File: config.mk
export PLATFORM = sky130hd
export DESIGN_NAME = rv32im_lsu_flat
export DESIGN_NICKNAME = d
export VERILOG_FILES = /design/src/rtl/rv32im_lsu_if.sv /design/src/rtl/rv32im_lsu.sv /design/src/flat_wrapper.sv
export SDC_FILE = /design/constraint.sdc
export NUM_CORES = 1
export LEC_CHECK = 0
export ABC_AREA = 1
export BUFFER_PORTS_ARGS = -buffer_cell sky130_fd_sc_hd__buf_2
export CAP_MARGIN = 20
export CORE_ASPECT_RATIO = 1.4
export CORE_MARGIN = 2
export CORE_UTILIZATION = 45
export DETAILED_ROUTE_END_ITERATION = 7
export GPL_ROUTABILITY_DRIVEN = 0
export GPL_TIMING_DRIVEN = 0
export PLACE_DENSITY_LB_ADDON = 0.2
export SYNTH_ARGS = -nofsm -noshare
export SYNTH_HDL_FRONTEND = slang
export SYNTH_SLANG_ARGS = --single-unit
File: constraint.sdc
create_clock -name clk_i -period 4.31 [get_ports clk_i]
set_clock_uncertainty 0.05 [all_clocks]
set_input_delay 0.862 -clock clk_i [delete_from_list [all_inputs] [get_ports clk_i]]
set_output_delay 0.862 -clock clk_i [all_outputs]
set_load 0.01 [all_outputs]
File: src/rtl/rv32im_lsu_if.sv
// RV32IM load/store unit: data-memory bus bundle.
// Master side is the LSU, slave side is the memory.
`ifndef API_DATA_WIDTH
`define API_DATA_WIDTH 32
`endif
`ifndef LSU_OPCODE_WIDTH
`define LSU_OPCODE_WIDTH 4
`define LSU_OPCODE_NONE  4'd0
`define LSU_OPCODE_LB    4'd1
`define LSU_OPCODE_LH    4'd2
`define LSU_OPCODE_LW    4'd3
`define LSU_OPCODE_LBU   4'd4
`define LSU_OPCODE_LHU   4'd5
`define LSU_OPCODE_SB    4'd6
`define LSU_OPCODE_SH    4'd7
`define LSU_OPCODE_SW    4'd8
`endif

interface rv32im_lsu_if;
  logic                       dmem_req_o;
  logic                       dmem_we_o;
  logic [`API_DATA_WIDTH-1:0] dmem_addr_o;
  logic [3:0]                 dmem_be_o;
  logic [`API_DATA_WIDTH-1:0] dmem_wdata_o;
  logic                       dmem_ack_i;
  logic                       dmem_err_i;
  logic [`API_DATA_WIDTH-1:0] dmem_rdata_i;

  modport master (
    output dmem_req_o, dmem_we_o, dmem_addr_o,
    output dmem_be_o, dmem_wdata_o,
    input  dmem_ack_i, dmem_err_i, dmem_rdata_i
  );

  modport slave (
    input  dmem_req_o, dmem_we_o, dmem_addr_o,
    input  dmem_be_o, dmem_wdata_o,
    output dmem_ack_i, dmem_err_i, dmem_rdata_i
  );
endinterface

File: src/rtl/rv32im_lsu.sv
// RV32IM load/store unit: one outstanding access, IDLE/WAIT/DONE FSM,
// misalignment, bus-error and timeout reporting.
`ifndef API_DATA_WIDTH
`define API_DATA_WIDTH 32
`endif
`ifndef LSU_OPCODE_WIDTH
`define LSU_OPCODE_WIDTH 4
`define LSU_OPCODE_NONE  4'd0
`define LSU_OPCODE_LB    4'd1
`define LSU_OPCODE_LH    4'd2
`define LSU_OPCODE_LW    4'd3
`define LSU_OPCODE_LBU   4'd4
`define LSU_OPCODE_LHU   4'd5
`define LSU_OPCODE_SB    4'd6
`define LSU_OPCODE_SH    4'd7
`define LSU_OPCODE_SW    4'd8
`endif

module rv32im_lsu #(
  parameter int unsigned TIMEOUT_CYCLES = 255
) (
  input  logic                         clk_i,
  input  logic                         rst_n_i,
  input  logic                         valid_i,
  input  logic [`LSU_OPCODE_WIDTH-1:0] lsu_opcode_i,
  input  logic [`API_DATA_WIDTH-1:0]   val_memaddr_i,
  input  logic [`API_DATA_WIDTH-1:0]   val_memdatawr_i,
  output logic [`API_DATA_WIDTH-1:0]   val_memdatard_o,
  output logic                         done_o,
  output logic                         stall_o,
  output logic                         err_o,
  output logic [1:0]                   err_cause_o,
  rv32im_lsu_if.master                 dmem
);

  localparam logic [7:0] TO_LIMIT = 8'(TIMEOUT_CYCLES);

  typedef enum logic [1:0] {
    IDLE,
    WAIT,
    DONE
  } state_t;

  state_t state_q, state_n;

  logic [`LSU_OPCODE_WIDTH-1:0] op_q;
  logic [`API_DATA_WIDTH-1:0]   addr_q;
  logic [`API_DATA_WIDTH-1:0]   data_q;
  logic [`API_DATA_WIDTH-1:0]   rd_q;
  logic [1:0]                   cause_q;
  logic [7:0]                   cnt_q;

  logic is_half, is_word, misal;
  logic accept, timeout, in_wait;
  logic is_store;
  logic [3:0]  st_be;
  logic [31:0] st_wdata;
  logic [7:0]  byte_sel;
  logic [15:0] half_sel;
  logic [31:0] load_fmt;

  always_comb begin
    is_half = 1'b0;
    is_word = 1'b0;
    unique case (lsu_opcode_i)
      `LSU_OPCODE_LH,
      `LSU_OPCODE_LHU,
      `LSU_OPCODE_SH: is_half = 1'b1;
      `LSU_OPCODE_LW,
      `LSU_OPCODE_SW: is_word = 1'b1;
      default: ;
    endcase
  end

  assign misal = (is_half & val_memaddr_i[0])
               | (is_word & |val_memaddr_i[1:0]);

  assign accept  = (state_q == IDLE) & valid_i
                 & (lsu_opcode_i != `LSU_OPCODE_NONE);
  assign in_wait = (state_q == WAIT);
  // Once the limit is hit the request is withdrawn; a late ack is ignored.
  assign timeout = in_wait & (cnt_q == TO_LIMIT);

  always_comb begin
    state_n = state_q;
    unique case (state_q)
      IDLE: if (accept) state_n = misal ? DONE : WAIT;
      WAIT: begin
        if (timeout | dmem.dmem_err_i | dmem.dmem_ack_i)
          state_n = DONE;
      end
      DONE: state_n = IDLE;
      default: state_n = IDLE;
    endcase
  end

  always_ff @(posedge clk_i or negedge rst_n_i) begin
    if (!rst_n_i) state_q <= IDLE;
    else          state_q <= state_n;
  end

  always_ff @(posedge clk_i or negedge rst_n_i) begin
    if (!rst_n_i) begin
      op_q   <= `LSU_OPCODE_NONE;
      addr_q <= '0;
      data_q <= '0;
    end else if (accept) begin
      op_q   <= lsu_opcode_i;
      addr_q <= val_memaddr_i;
      data_q <= val_memdatawr_i;
    end
  end

  always_ff @(posedge clk_i or negedge rst_n_i) begin
    if (!rst_n_i) begin
      cnt_q <= '0;
    end else if (accept) begin
      cnt_q <= '0;
    end else if (in_wait & ~timeout
               & ~dmem.dmem_ack_i & ~dmem.dmem_err_i) begin
      cnt_q <= cnt_q + 8'd1;
    end
  end

  always_ff @(posedge clk_i or negedge rst_n_i) begin
    if (!rst_n_i) begin
      rd_q    <= '0;
      cause_q <= 2'b00;
    end else if (accept) begin
      rd_q    <= '0;
      cause_q <= misal ? 2'b01 : 2'b00;
    end else if (timeout) begin
      cause_q <= 2'b11;
    end else if (in_wait & dmem.dmem_err_i) begin
      cause_q <= 2'b10;
    end else if (in_wait & dmem.dmem_ack_i) begin
      rd_q    <= load_fmt;
    end
  end

  always_comb begin
    is_store = 1'b0;
    st_be    = 4'b1111;
    st_wdata = '0;
    unique case (op_q)
      `LSU_OPCODE_SB: begin
        is_store = 1'b1;
        st_be    = 4'b0001 << addr_q[1:0];
        st_wdata = {4{data_q[7:0]}};
      end
      `LSU_OPCODE_SH: begin
        is_store = 1'b1;
        st_be    = 4'b0011 << {addr_q[1], 1'b0};
        st_wdata = {2{data_q[15:0]}};
      end
      `LSU_OPCODE_SW: begin
        is_store = 1'b1;
        st_wdata = data_q;
      end
      default: ;
    endcase
  end

  always_comb begin
    unique case (addr_q[1:0])
      2'd0:    byte_sel = dmem.dmem_rdata_i[7:0];
      2'd1:    byte_sel = dmem.dmem_rdata_i[15:8];
      2'd2:    byte_sel = dmem.dmem_rdata_i[23:16];
      default: byte_sel = dmem.dmem_rdata_i[31:24];
    endcase
    half_sel = addr_q[1] ? dmem.dmem_rdata_i[31:16]
                         : dmem.dmem_rdata_i[15:0];
    load_fmt = '0;
    unique case (op_q)
      `LSU_OPCODE_LB:  load_fmt = {{24{byte_sel[7]}}, byte_sel};
      `LSU_OPCODE_LH:  load_fmt = {{16{half_sel[15]}}, half_sel};
      `LSU_OPCODE_LW:  load_fmt = dmem.dmem_rdata_i;
      `LSU_OPCODE_LBU: load_fmt = {24'd0, byte_sel};
      `LSU_OPCODE_LHU: load_fmt = {16'd0, half_sel};
      default:         load_fmt = '0;
    endcase
  end

  logic req;
  assign req = in_wait & ~timeout;

  assign dmem.dmem_req_o   = req;
  assign dmem.dmem_we_o    = req & is_store;
  assign dmem.dmem_addr_o  = req ? {addr_q[31:2], 2'b00} : '0;
  assign dmem.dmem_be_o    = req ? st_be : 4'b0000;
  assign dmem.dmem_wdata_o = req ? st_wdata : '0;

  assign done_o          = (state_q == DONE);
  assign stall_o         = accept | in_wait;
  assign err_o           = |cause_q;
  assign err_cause_o     = cause_q;
  assign val_memdatard_o = rd_q;

endmodule
File: src/flat_wrapper.sv
// flat-port wrapper written by rule: the top's interface ports become plain ports
module rv32im_lsu_flat 
#(
  parameter int unsigned TIMEOUT_CYCLES = 255
)
  (clk_i, rst_n_i, valid_i, lsu_opcode_i, val_memaddr_i, val_memdatawr_i, val_memdatard_o, done_o, stall_o, err_o, err_cause_o, dmem_dmem_req_o, dmem_dmem_we_o, dmem_dmem_addr_o, dmem_dmem_be_o, dmem_dmem_wdata_o, dmem_dmem_ack_i, dmem_dmem_err_i, dmem_dmem_rdata_i);
  rv32im_lsu_if dmem_i ();
  input  logic clk_i;
  input  logic rst_n_i;
  input  logic valid_i;
  input  logic [`LSU_OPCODE_WIDTH-1:0] lsu_opcode_i;
  input  logic [`API_DATA_WIDTH-1:0] val_memaddr_i;
  input  logic [`API_DATA_WIDTH-1:0] val_memdatawr_i;
  output logic [`API_DATA_WIDTH-1:0] val_memdatard_o;
  output logic done_o;
  output logic stall_o;
  output logic err_o;
  output logic [1:0] err_cause_o;
  output wire logic [$bits(dmem_i.dmem_req_o)-1:0] dmem_dmem_req_o;
  output wire logic [$bits(dmem_i.dmem_we_o)-1:0] dmem_dmem_we_o;
  output wire logic [$bits(dmem_i.dmem_addr_o)-1:0] dmem_dmem_addr_o;
  output wire logic [$bits(dmem_i.dmem_be_o)-1:0] dmem_dmem_be_o;
  output wire logic [$bits(dmem_i.dmem_wdata_o)-1:0] dmem_dmem_wdata_o;
  input wire logic [$bits(dmem_i.dmem_ack_i)-1:0] dmem_dmem_ack_i;
  input wire logic [$bits(dmem_i.dmem_err_i)-1:0] dmem_dmem_err_i;
  input wire logic [$bits(dmem_i.dmem_rdata_i)-1:0] dmem_dmem_rdata_i;
  assign dmem_dmem_req_o = dmem_i.dmem_req_o;
  assign dmem_dmem_we_o = dmem_i.dmem_we_o;
  assign dmem_dmem_addr_o = dmem_i.dmem_addr_o;
  assign dmem_dmem_be_o = dmem_i.dmem_be_o;
  assign dmem_dmem_wdata_o = dmem_i.dmem_wdata_o;
  assign dmem_i.dmem_ack_i = dmem_dmem_ack_i;
  assign dmem_i.dmem_err_i = dmem_dmem_err_i;
  assign dmem_i.dmem_rdata_i = dmem_dmem_rdata_i;
  rv32im_lsu #(.TIMEOUT_CYCLES(TIMEOUT_CYCLES)) u_core (.clk_i(clk_i), .rst_n_i(rst_n_i), .valid_i(valid_i), .lsu_opcode_i(lsu_opcode_i), .val_memaddr_i(val_memaddr_i), .val_memdatawr_i(val_memdatawr_i), .val_memdatard_o(val_memdatard_o), .done_o(done_o), .stall_o(stall_o), .err_o(err_o), .err_cause_o(err_cause_o), .dmem(dmem_i));
endmodule
### After elaboration in Yosys (flattened, before gate mapping)

Index checks and enable logic that the tools add are counted.

| cells by class | value |
|---|---|
| add/sub/neg operators | 1 |
| equal/unequal tests | 22 |
| shift-type cells | 2 |
| mux-type cells | 25 |
| bitwise logic cells | 18 |
| reductions and logical operators | 13 |

Operator list:

| cell | number |
|---|---|
| two-way mux 32 bit | 6 |
| one-hot mux 32 bit (5 select lines) | 1 |
| one-hot mux 32 bit (3 select lines) | 1 |
| == test 4 x 3 -> 1 bit, second input constant | 6 |
| one-hot mux 8 bit (3 select lines) | 1 |
| == test 4 x 2 -> 1 bit, second input constant | 4 |
| two-way mux 16 bit | 1 |
| two-way mux 8 bit | 2 |
| two-way mux 2 bit | 6 |
| AND 1 bit | 11 |
| adder 8 x 1 -> 8 bit, second input constant | 1 |
| == test 4 bit, second input constant | 2 |
| == test 8 bit, second input constant | 1 |
| one-hot mux 4 bit (2 select lines) | 1 |
| != test 2 x 1 -> 1 bit, second input constant | 3 |
| OR reduction 2 bit | 3 |
| OR reduction 3 bit | 2 |
| == test 2 x 1 -> 1 bit, second input constant | 2 |
| == test 2 bit, second input constant | 2 |
| == test 4 x 1 -> 1 bit, second input constant | 1 |
| zero test 2 bit | 2 |
| two-way mux 1 bit | 4 |
| two-way mux 4 bit | 1 |
| OR 1 bit | 4 |
| other kinds (10) | 13 |

| word-level totals | value |
|---|---|
| bits in registers | 112 |
| input port bits | 105 |
| output and inout port bits | 107 |
| word-level logic and storage cells | 88 |

### Logic depth before layout (Yosys ltp)

Gate-level depths: netlist (run 1).

| logic depth | value |
|---|---|
| depth in word-level cells | 8 |
| mapped depth | 12 |
| mapped depth without buffers | 9 |

### Worst setup path before layout (run 1)

No wires, ideal clock.

| timing | value |
|---|---|
| kind | input -> output |
| from | input port lsu_opcode_i[1] |
| to | output port stall_o |
| arrival time | 1.484 ns |
| required time | 3.398 ns |
| path slack | 1.914 ns |
| cell stages on the path | 5 |
| path buffers | 1 |
| cell sequence | nor2_1 > nand3_1 > nand2_1 > buf_4 > o21ai_0 |

| on the way | value |
|---|---|
| word-level cells in the longest chain between the ends | 3 |

Ends and longest elaborated chain:

| item | RTL line | source |
|---|---|---|
| from (decl) | flat_wrapper.sv:11 | `` input logic [`LSU_OPCODE_WIDTH-1:0] lsu_opcode_i; `` |
| nonzero test 4 bit (no line) | n/a |  |
| AND 1 bit | rv32im_lsu.sv:78 | `assign accept = (state_q == IDLE) & valid_i` |
| OR 1 bit | rv32im_lsu.sv:194 | `assign stall_o = accept \| in_wait;` |
| to (decl) | flat_wrapper.sv:16 | `output logic stall_o;` |

Every way passes these cells.

### Worst setup path after layout (run 1)

| timing | value |
|---|---|
| from | register u_core.cnt_q[0] |
| to | output port dmem_dmem_wdata_o[24] |

| on the way | value |
|---|---|
| word-level cells in the longest chain between the ends | 5 |

Ends and longest elaborated chain:

| item | RTL line | source |
|---|---|---|
| from (decl) | rv32im_lsu.sv:51 | `logic [7:0] cnt_q;` |
| from (signal assigned) | rv32im_lsu.sv:121 | `cnt_q <= cnt_q + 8'd1;` |
| == test 8 bit | rv32im_lsu.sv:82 | `assign timeout = in_wait & (cnt_q == TO_LIMIT);` |
| AND 1 bit | rv32im_lsu.sv:82 |  |
| NOT 1 bit | rv32im_lsu.sv:185 | `assign req = in_wait & ~timeout;` |
| AND 1 bit | rv32im_lsu.sv:185 |  |
| two-way mux 32 bit | rv32im_lsu.sv:191 | `assign dmem.dmem_wdata_o = req ? st_wdata : '0;` |
| to (decl) | flat_wrapper.sv:23 | `output wire logic [$bits(dmem_i.dmem_wdata_o)-1:0] dmem_dmem_wdata_o;` |

Every way passes these cells.

==> impl_metrics.env, run 1 <==
export IMPL_numCtsBuffers=9
export IMPL_power_density_nw_per_um2=577
export IMPL_start_kind="register"
export IMPL_dr_total_vias=6530
export IMPL_drt_total_wl_um=19100
export IMPL_cts_sinks=112
export IMPL_finalCritPeriodShare=0.710
export IMPL_clock_root_buffer="clkbuf_16"
export IMPL_reg2regPathDepth=9
export IMPL_insertion_delay_ns=0.35
export IMPL_nets=1250
export IMPL_min_path_type="input pin to async pin"
export IMPL_die_y_um=145
export IMPL_stdcell_count=1334
export IMPL_synth_seq_area_share=0.437
export IMPL_drcViolationCount=0
export IMPL_synth_top_cell_area_share=0.437
export IMPL_syn_to_final_growth_pct=25.3
export IMPL_syn_cell_area_sq_um=6410
export IMPL_worstPathArrival_ns=2.15
export IMPL_via_per_inst=4.90
export IMPL_power_leakage_nw=4.89
export IMPL_seqPwrFrac=0.351
export IMPL_use_met3=0.0530
export IMPL_final_common_cell="nand2_1"
export IMPL_ys_types=29
export IMPL_switching_power_mw=2.02
export IMPL_std_cell_rows=51
export IMPL_first_global_vias=6233
export IMPL_hpwl_um=14800
export IMPL_synthTopCellsByArea="dfrtp_1 (44%), nand2_1 (23%), nand3_1 (7.5%)"
export IMPL_clkSlewWorstSetupHoldPaths_ns=0.07
export IMPL_nFillCells=1448
export IMPL_grt_met2_usage=0.446
export IMPL_critical_path_endpoint_type="output port"
export IMPL_final_antenna_net_count=0
export IMPL_synth_area_leader_cell="dfrtp_1"
export IMPL_placedCellCount=1318
export IMPL_cts_post_setup_buffers_inserted=0
export IMPL_critPathKind="register to output port"
export IMPL_antenna_cells=0
export IMPL_grt_setup_unrepaired="no"
export IMPL_yosys_register_bits=112
export IMPL_p_sw_frac=0.436
export IMPL_multi_input_area_sq_um=2920
export IMPL_tns_ns=0
export IMPL_drt_initial_drc_count=301
export IMPL_coreArea_sq_um=13900
export IMPL_ir_worst_vdd_v=0.000269
export IMPL_start_util=0.461
export IMPL_max_freq_mhz=327
export IMPL_drive_gt1_frac=0.267
export IMPL_dieArea_sq_um=15200
export IMPL_grt_overflow=0
export IMPL_status="complete, no violations"
export IMPL_grt_pass1_wl_um=30500
export IMPL_cts_resized=0
export IMPL_synthCells=922
export IMPL_pin_count=212
export IMPL_ys_warn_count=0
export IMPL_drv_cap=0
export IMPL_postCtsHoldBufs=0
export IMPL_grt_use_total=0.249
export IMPL_cp_max_fo=10
export IMPL_place_ws_ns=1.50
export IMPL_first_pass_iters=4
export IMPL_grt_max_degree=84
export IMPL_worst_pin_slew_ns=0.511
export IMPL_grt_antenna_before_repair=1
export IMPL_relSlewSlack=0.659
export IMPL_dieWidth_um=105
export IMPL_gr_usage_met1=0.290
export IMPL_avgSynthCellArea_sq_um=6.95
export IMPL_top_usage_layer="met2"
export IMPL_setup_viol=0
export IMPL_io_buffers=209
export IMPL_p_int_mw=2.61
export IMPL_wire_per_inst_um=14.3
export IMPL_drv_slew=0
export IMPL_hold_viol=0
export IMPL_final_cell_mix="nand2_1 (394), buf_2 (233), dfrtp_1 (112), nand3_1 (96), inv_1 (86)"
export IMPL_p_clk_frac=0.187
export IMPL_htreeDepth=3
export IMPL_setup_slack_ns=1.25
export IMPL_cts_tree="done"
export IMPL_seq_area_sq_um=2800
export IMPL_fin_crit_ns=3.06
export IMPL_clk_path_buf_depth=2
export IMPL_crit_required_ns=3.40
export IMPL_pwr_share_comb=0.463
[synth_stat cells]
cell	number
inv_1	86
a21oi_2	1
conb_1	1
nand2_1	394
xnor2_1	3
clkbuf_1	4
nand2_2	5
nand3_1	96
inv_2	8
o21ai_1	2
ha_1	1
nand3_2	6
nand4_1	3
dfrtp_1	112
nor2_4	5
xor2_1	2
a31oi_1	1
o21bai_1	2
a21oi_1	32
buf_2	25
nor2_2	4
nand2_4	2
o21ai_0	48
nor3_1	1
nand3_4	2
buf_4	14
or2_2	1
nor2_1	53
buf_6	8
[power by group through the flow]
stage,Clock (mW),Sequential (mW),Combinational [mW]
floorplan,0,1.60,1.46
global placement,0,1.63,2.11
detailed placement,0,1.64,2.14
CTS,0.885,1.62,2.15
global route,0.924,1.67,2.41
finish,0.865,1.62,2.14
[final timing paths]
| kind | start | slack (ns) | end |
|---|---|---|---|
| setup / recovery | u_core.cnt_q[0] | 1.25 | dmem_dmem_wdata_o[24] |
| setup reg to reg | u_core.cnt_q[0] | 2.54 | u_core.val_memdatard_o[12] |
| min in group clk_i | u_core.data_q[17] | 0.44 | u_core.data_q[17] |
| hold / removal | rst_n_i | 0.33 | u_core.val_memdatard_o[8] |
| hold reg to reg | u_core.data_q[17] | 0.44 | u_core.data_q[17] |
| max in group asynchronous | rst_n_i | 3.18 | u_core.addr_q[27] |
[metrics by stage]
step | power, mW | cell area [sq um] | util | hold WS [ns]
floorplan | 3.06 | 6410 | - | 0.399
CTS | 4.66 | 8030 | 0.577 | 0.331
detailed placement | 3.78 | 7720 | 0.555 | 0.416
global route | 4.99 | 8030 | 0.577 | 0.344
finish | 4.63 | 8030 | 0.577 | 0.329
global placement | 3.74 | 7690 | 0.553 | 0.415
[kinds of logic after synthesis]
family	Yosys count	synth area share
compound gates	86	0.0687
xor+xnor	5	0.00683
simple gates	572	0.377
buf+inv	145	0.107
other cells	1	0.000585
flops	112	0.437
fa+ha+maj	1	0.00195
[worst max-delay path: stages (launching register included)]
cell,delay (ns)
dfrtp_1,0.41
ha_1,0.25
nand2_1,0.08
inv_1,0.09
nand3_4,0.13
nand2_4,0.11
inv_2,0.19
buf_2,0.26
nand2_1,0.07
inv_1,0.07
buf_2,0.13
[flip-flops by register name, summed over array words and instances (netlist names)]
register,count
u_core.addr_q,32
u_core.cnt_q,8
u_core.data_q,32
u_core.err_cause_o,2
u_core.op_q,4
u_core.state_q,2
u_core.val_memdatard_o,32
[layout make-up]
type,instances,share of cell area
Multi-Input combinational cell,666,0.364
Sequential cell,112,0.349
Timing Repair Buffer,210,0.134
Inverter,94,0.0439
Buffer,51,0.0418
Tap cell,185,0.0288
Clock buffer,9,0.0281
Clock inverter,7,0.00982
[layer usage]
layer / part of all wire / vias to the layer above
li1: - / 3287
met3: 0.070 / 37
met5: 0.00084 / -
met2: 0.51 / 234
met4: 0.025 / 2
met1: 0.39 / 2970
Power figures use the tool's default switching activity.
==> run 2: changes to the inputs <==
- ABC_AREA: 1 -> 0
- clock period: 4.31 -> 2.7 ns (I/O delays scaled with it)
==> impl_metrics.env, run 2 <==
export IMPL_status="complete, no violations"
export IMPL_drt_initial_drc_count=173
export IMPL_reg2regPathDepth=7
export IMPL_coreArea_sq_um=12800
export IMPL_finalCritPeriodShare=0.954
export IMPL_power_leakage_nw=4.17
export IMPL_avgSynthCellArea_sq_um=8.62
export IMPL_final_common_cell="nand2_1"
export IMPL_dr_total_vias=5636
export IMPL_clkSlewWorstSetupHoldPaths_ns=0.07
export IMPL_cts_tree="done"
export IMPL_cts_sinks=112
export IMPL_synth_simple_gate_area_frac=0.266
export IMPL_min_path_type="input pin to register"
export IMPL_cp_max_fo=10
export IMPL_critical_path_endpoint_type="output port"
export IMPL_synth_compound_area_share=0.157
export IMPL_yosys_register_bits=112
export IMPL_numCtsBuffers=9
export IMPL_yosys_cell_count_top_type="nand2_1"
export IMPL_drv_slew=0
export IMPL_synth_area_leader_cell="dfrtp_1"
export IMPL_synth_ff_type="dfrtp_1"
export IMPL_insertion_delay_ns=0.35
export IMPL_synth_seq_area_share=0.475
export IMPL_multi_input_area_sq_um=2880
export IMPL_worstReg2RegStart="u_core.cnt_q[0]"
export IMPL_grt_max_degree=99
export IMPL_drt_total_wl_um=17400
export IMPL_synthTopCellsByArea="dfrtp_1 (47%), nand2_1 (16%), and2_1 (4.2%)"
export IMPL_fin_util=0.595
export IMPL_min_from="val_memaddr_i[30]"
export IMPL_drv_cap=0
export IMPL_ys_types=53
export IMPL_max_stage_delay_ns=0.43
export IMPL_die_y_um=140
export IMPL_nFillCells=1234
export IMPL_finalPower_mw=7.40
export IMPL_first_pass_iters=4
export IMPL_nets=1019
export IMPL_ir_worst_vdd_v=0.000482
export IMPL_drive_gt1_frac=0.322
export IMPL_htreeDepth=3
export IMPL_pin_count=212
export IMPL_ff2ff_setup_slack_ns=0.47
export IMPL_hold_viol=0
export IMPL_clk_path_buf_depth=2
export IMPL_dieWidth_um=101
export IMPL_ys_warn_count=0
export IMPL_grt_pass1_wl_um=27500
export IMPL_via_per_inst=5.27
export IMPL_wire_per_inst_um=16.3
export IMPL_slowest_stage="dfrtp_1"
export IMPL_dieArea_sq_um=14100
export IMPL_grt_antenna_before_repair=0
export IMPL_syn_to_final_growth_pct=29.2
export IMPL_synth_top_family_by_area="simple AND/OR/NAND/NOR gates"
export IMPL_first_global_vias=5519
export IMPL_grt_use_total=0.247
export IMPL_min_to="u_core.addr_q[30]"
export IMPL_crit_chain="buf_6 -> nor4b_4 -> buf_4 -> clkbuf_4 -> nand2_1 -> a21oi_1 -> buf_2"
export IMPL_hold_path_cell_count=3
export IMPL_synthXorXnorAreaFrac=0.0104
export IMPL_hpwl_um=12900
export IMPL_synthArstFlopShare=1.00
export IMPL_crit_required_ns=2.11
export IMPL_synthCells=685
export IMPL_std_cell_rows=49
export IMPL_synth_adder_area_share=0.00212
export IMPL_synthMuxAreaShare=0.0443
export IMPL_relSlewSlack=0.491
export IMPL_final_cell_mix="nand2_1 (250), buf_2 (225), dfrtp_1 (111), and2_1 (40), a21oi_1 (39)"
export IMPL_start_kind="register"
export IMPL_clock_root_buffer="clkbuf_16"
export IMPL_synth_top_cell_area_share=0.475
export IMPL_io_buffers=209
export IMPL_r2r_end="u_core.val_memdatard_o[16]"
export IMPL_fin_crit_ns=2.58
export IMPL_start_util=0.461
export IMPL_worstPathArrival_ns=1.99
export IMPL_critPathKind="register to output port"
export IMPL_grt_overflow=0
export IMPL_max_freq_mhz=388
export IMPL_seq_area_sq_um=2800
export IMPL_worst_pin_slew_ns=0.762
export IMPL_synth_edff_count=0
export IMPL_power_density_nw_per_um2=971
export IMPL_drcViolationCount=0
export IMPL_antenna_cells=0
export IMPL_setup_viol=0
export IMPL_synth_common_cells="nand2_1 (250), dfrtp_1 (112), and2_1 (40)"
export IMPL_final_antenna_net_count=0
export IMPL_syn_cell_area_sq_um=5900
run 2: what timing repair did:
| action | 4_1_cts | 5_1_grt |
|---|---|---|
| endpoints found under the hold margin | 14 | 0 |
| resized for setup | 16 | 15 |
| endpoints found under the setup margin | 69 | 62 |
| hold buffers | 1 | 0 |
| cloned | 0 | 0 |
| pin swaps | 2 | 1 |
| setup buffers | 3 | 4 |
run 2: worst max-delay path by stage:
stage / start / to / cells after the start
floorplan: u_core.op_q[1] / dmem_dmem_wdata_o[11] / 5
global placement: u_core.cnt_q[0] / dmem_dmem_wdata_o[6] / 8
detailed placement: u_core.cnt_q[0] / dmem_dmem_wdata_o[6] / 8
CTS: u_core.cnt_q[0] / dmem_dmem_wdata_o[15] / 8
global route: u_core.cnt_q[0] / dmem_dmem_addr_o[24] / 7
finish: u_core.op_q[0] / dmem_dmem_wdata_o[24] / 7
run 2: kinds of logic after synthesis:
| logic type | Yosys count |
|---|---|
| DFF | 112 |
| adders and majority gates | 1 |
| buffers and inverters | 59 |
| and+or+nand+nor | 352 |
| muxes | 25 |
| AOI/OAI and AO/OA | 128 |
| xor gates and xnor gates | 7 |
| other | 1 |
run 2: through the flow:
step | setup WS, ns | hold slack [ns] | setup TNS, ns | cell area, sq um | std cells
finish | 0.125 | 0.325 | 0 | 7620 | 1070
detailed placement | -0.475 | 0.330 | -18.76 | 7180 | 1049
global route | -0.00805 | 0.322 | -0.0266 | 7620 | 1070
CTS | 0.0314 | 0.318 | 0 | 7570 | 1067
floorplan | 0.393 | 0.194 | 0 | 5910 | 686
global placement | -0.493 | 0.399 | -59.73 | 7140 | 1048
run 2: area by class of cell:
type                       count  area share
tap                          153      0.0251
buffer                        47      0.0325
clock inverter                 4      0.0100
multi-input combinational    515       0.378
inverter                      10     0.00492
timing repair buffer         218       0.150
clock buffer                  11      0.0318
sequential                   112       0.368
run 2: layer usage:
metal | global-route usage | up-vias | part of all wire
met3 | 0.0623 | 36 | 0.068
met1 | 0.297 | 2663 | 0.40
met5 | 0 | - | 0
met4 | 0.0988 | 0 | 0.030
met2 | 0.419 | 204 | 0.50
li1 | - | 2733 | -
run 2: worst max-delay path, delay by kind of cell (launching register included):
kind / cells / cell delay (ns)
buffers and inverters: 4 / 0.73
DFF: 1 / 0.43
and+or+nand+nor: 2 / 0.31
AOI/OAI and AO/OA: 1 / 0.17
run 2: report_power, final:
part           switching [mW]  internal (mW)
registers               0.417           2.25
logic                    1.93           1.36
clock network           0.613          0.838
total                    2.96           4.44
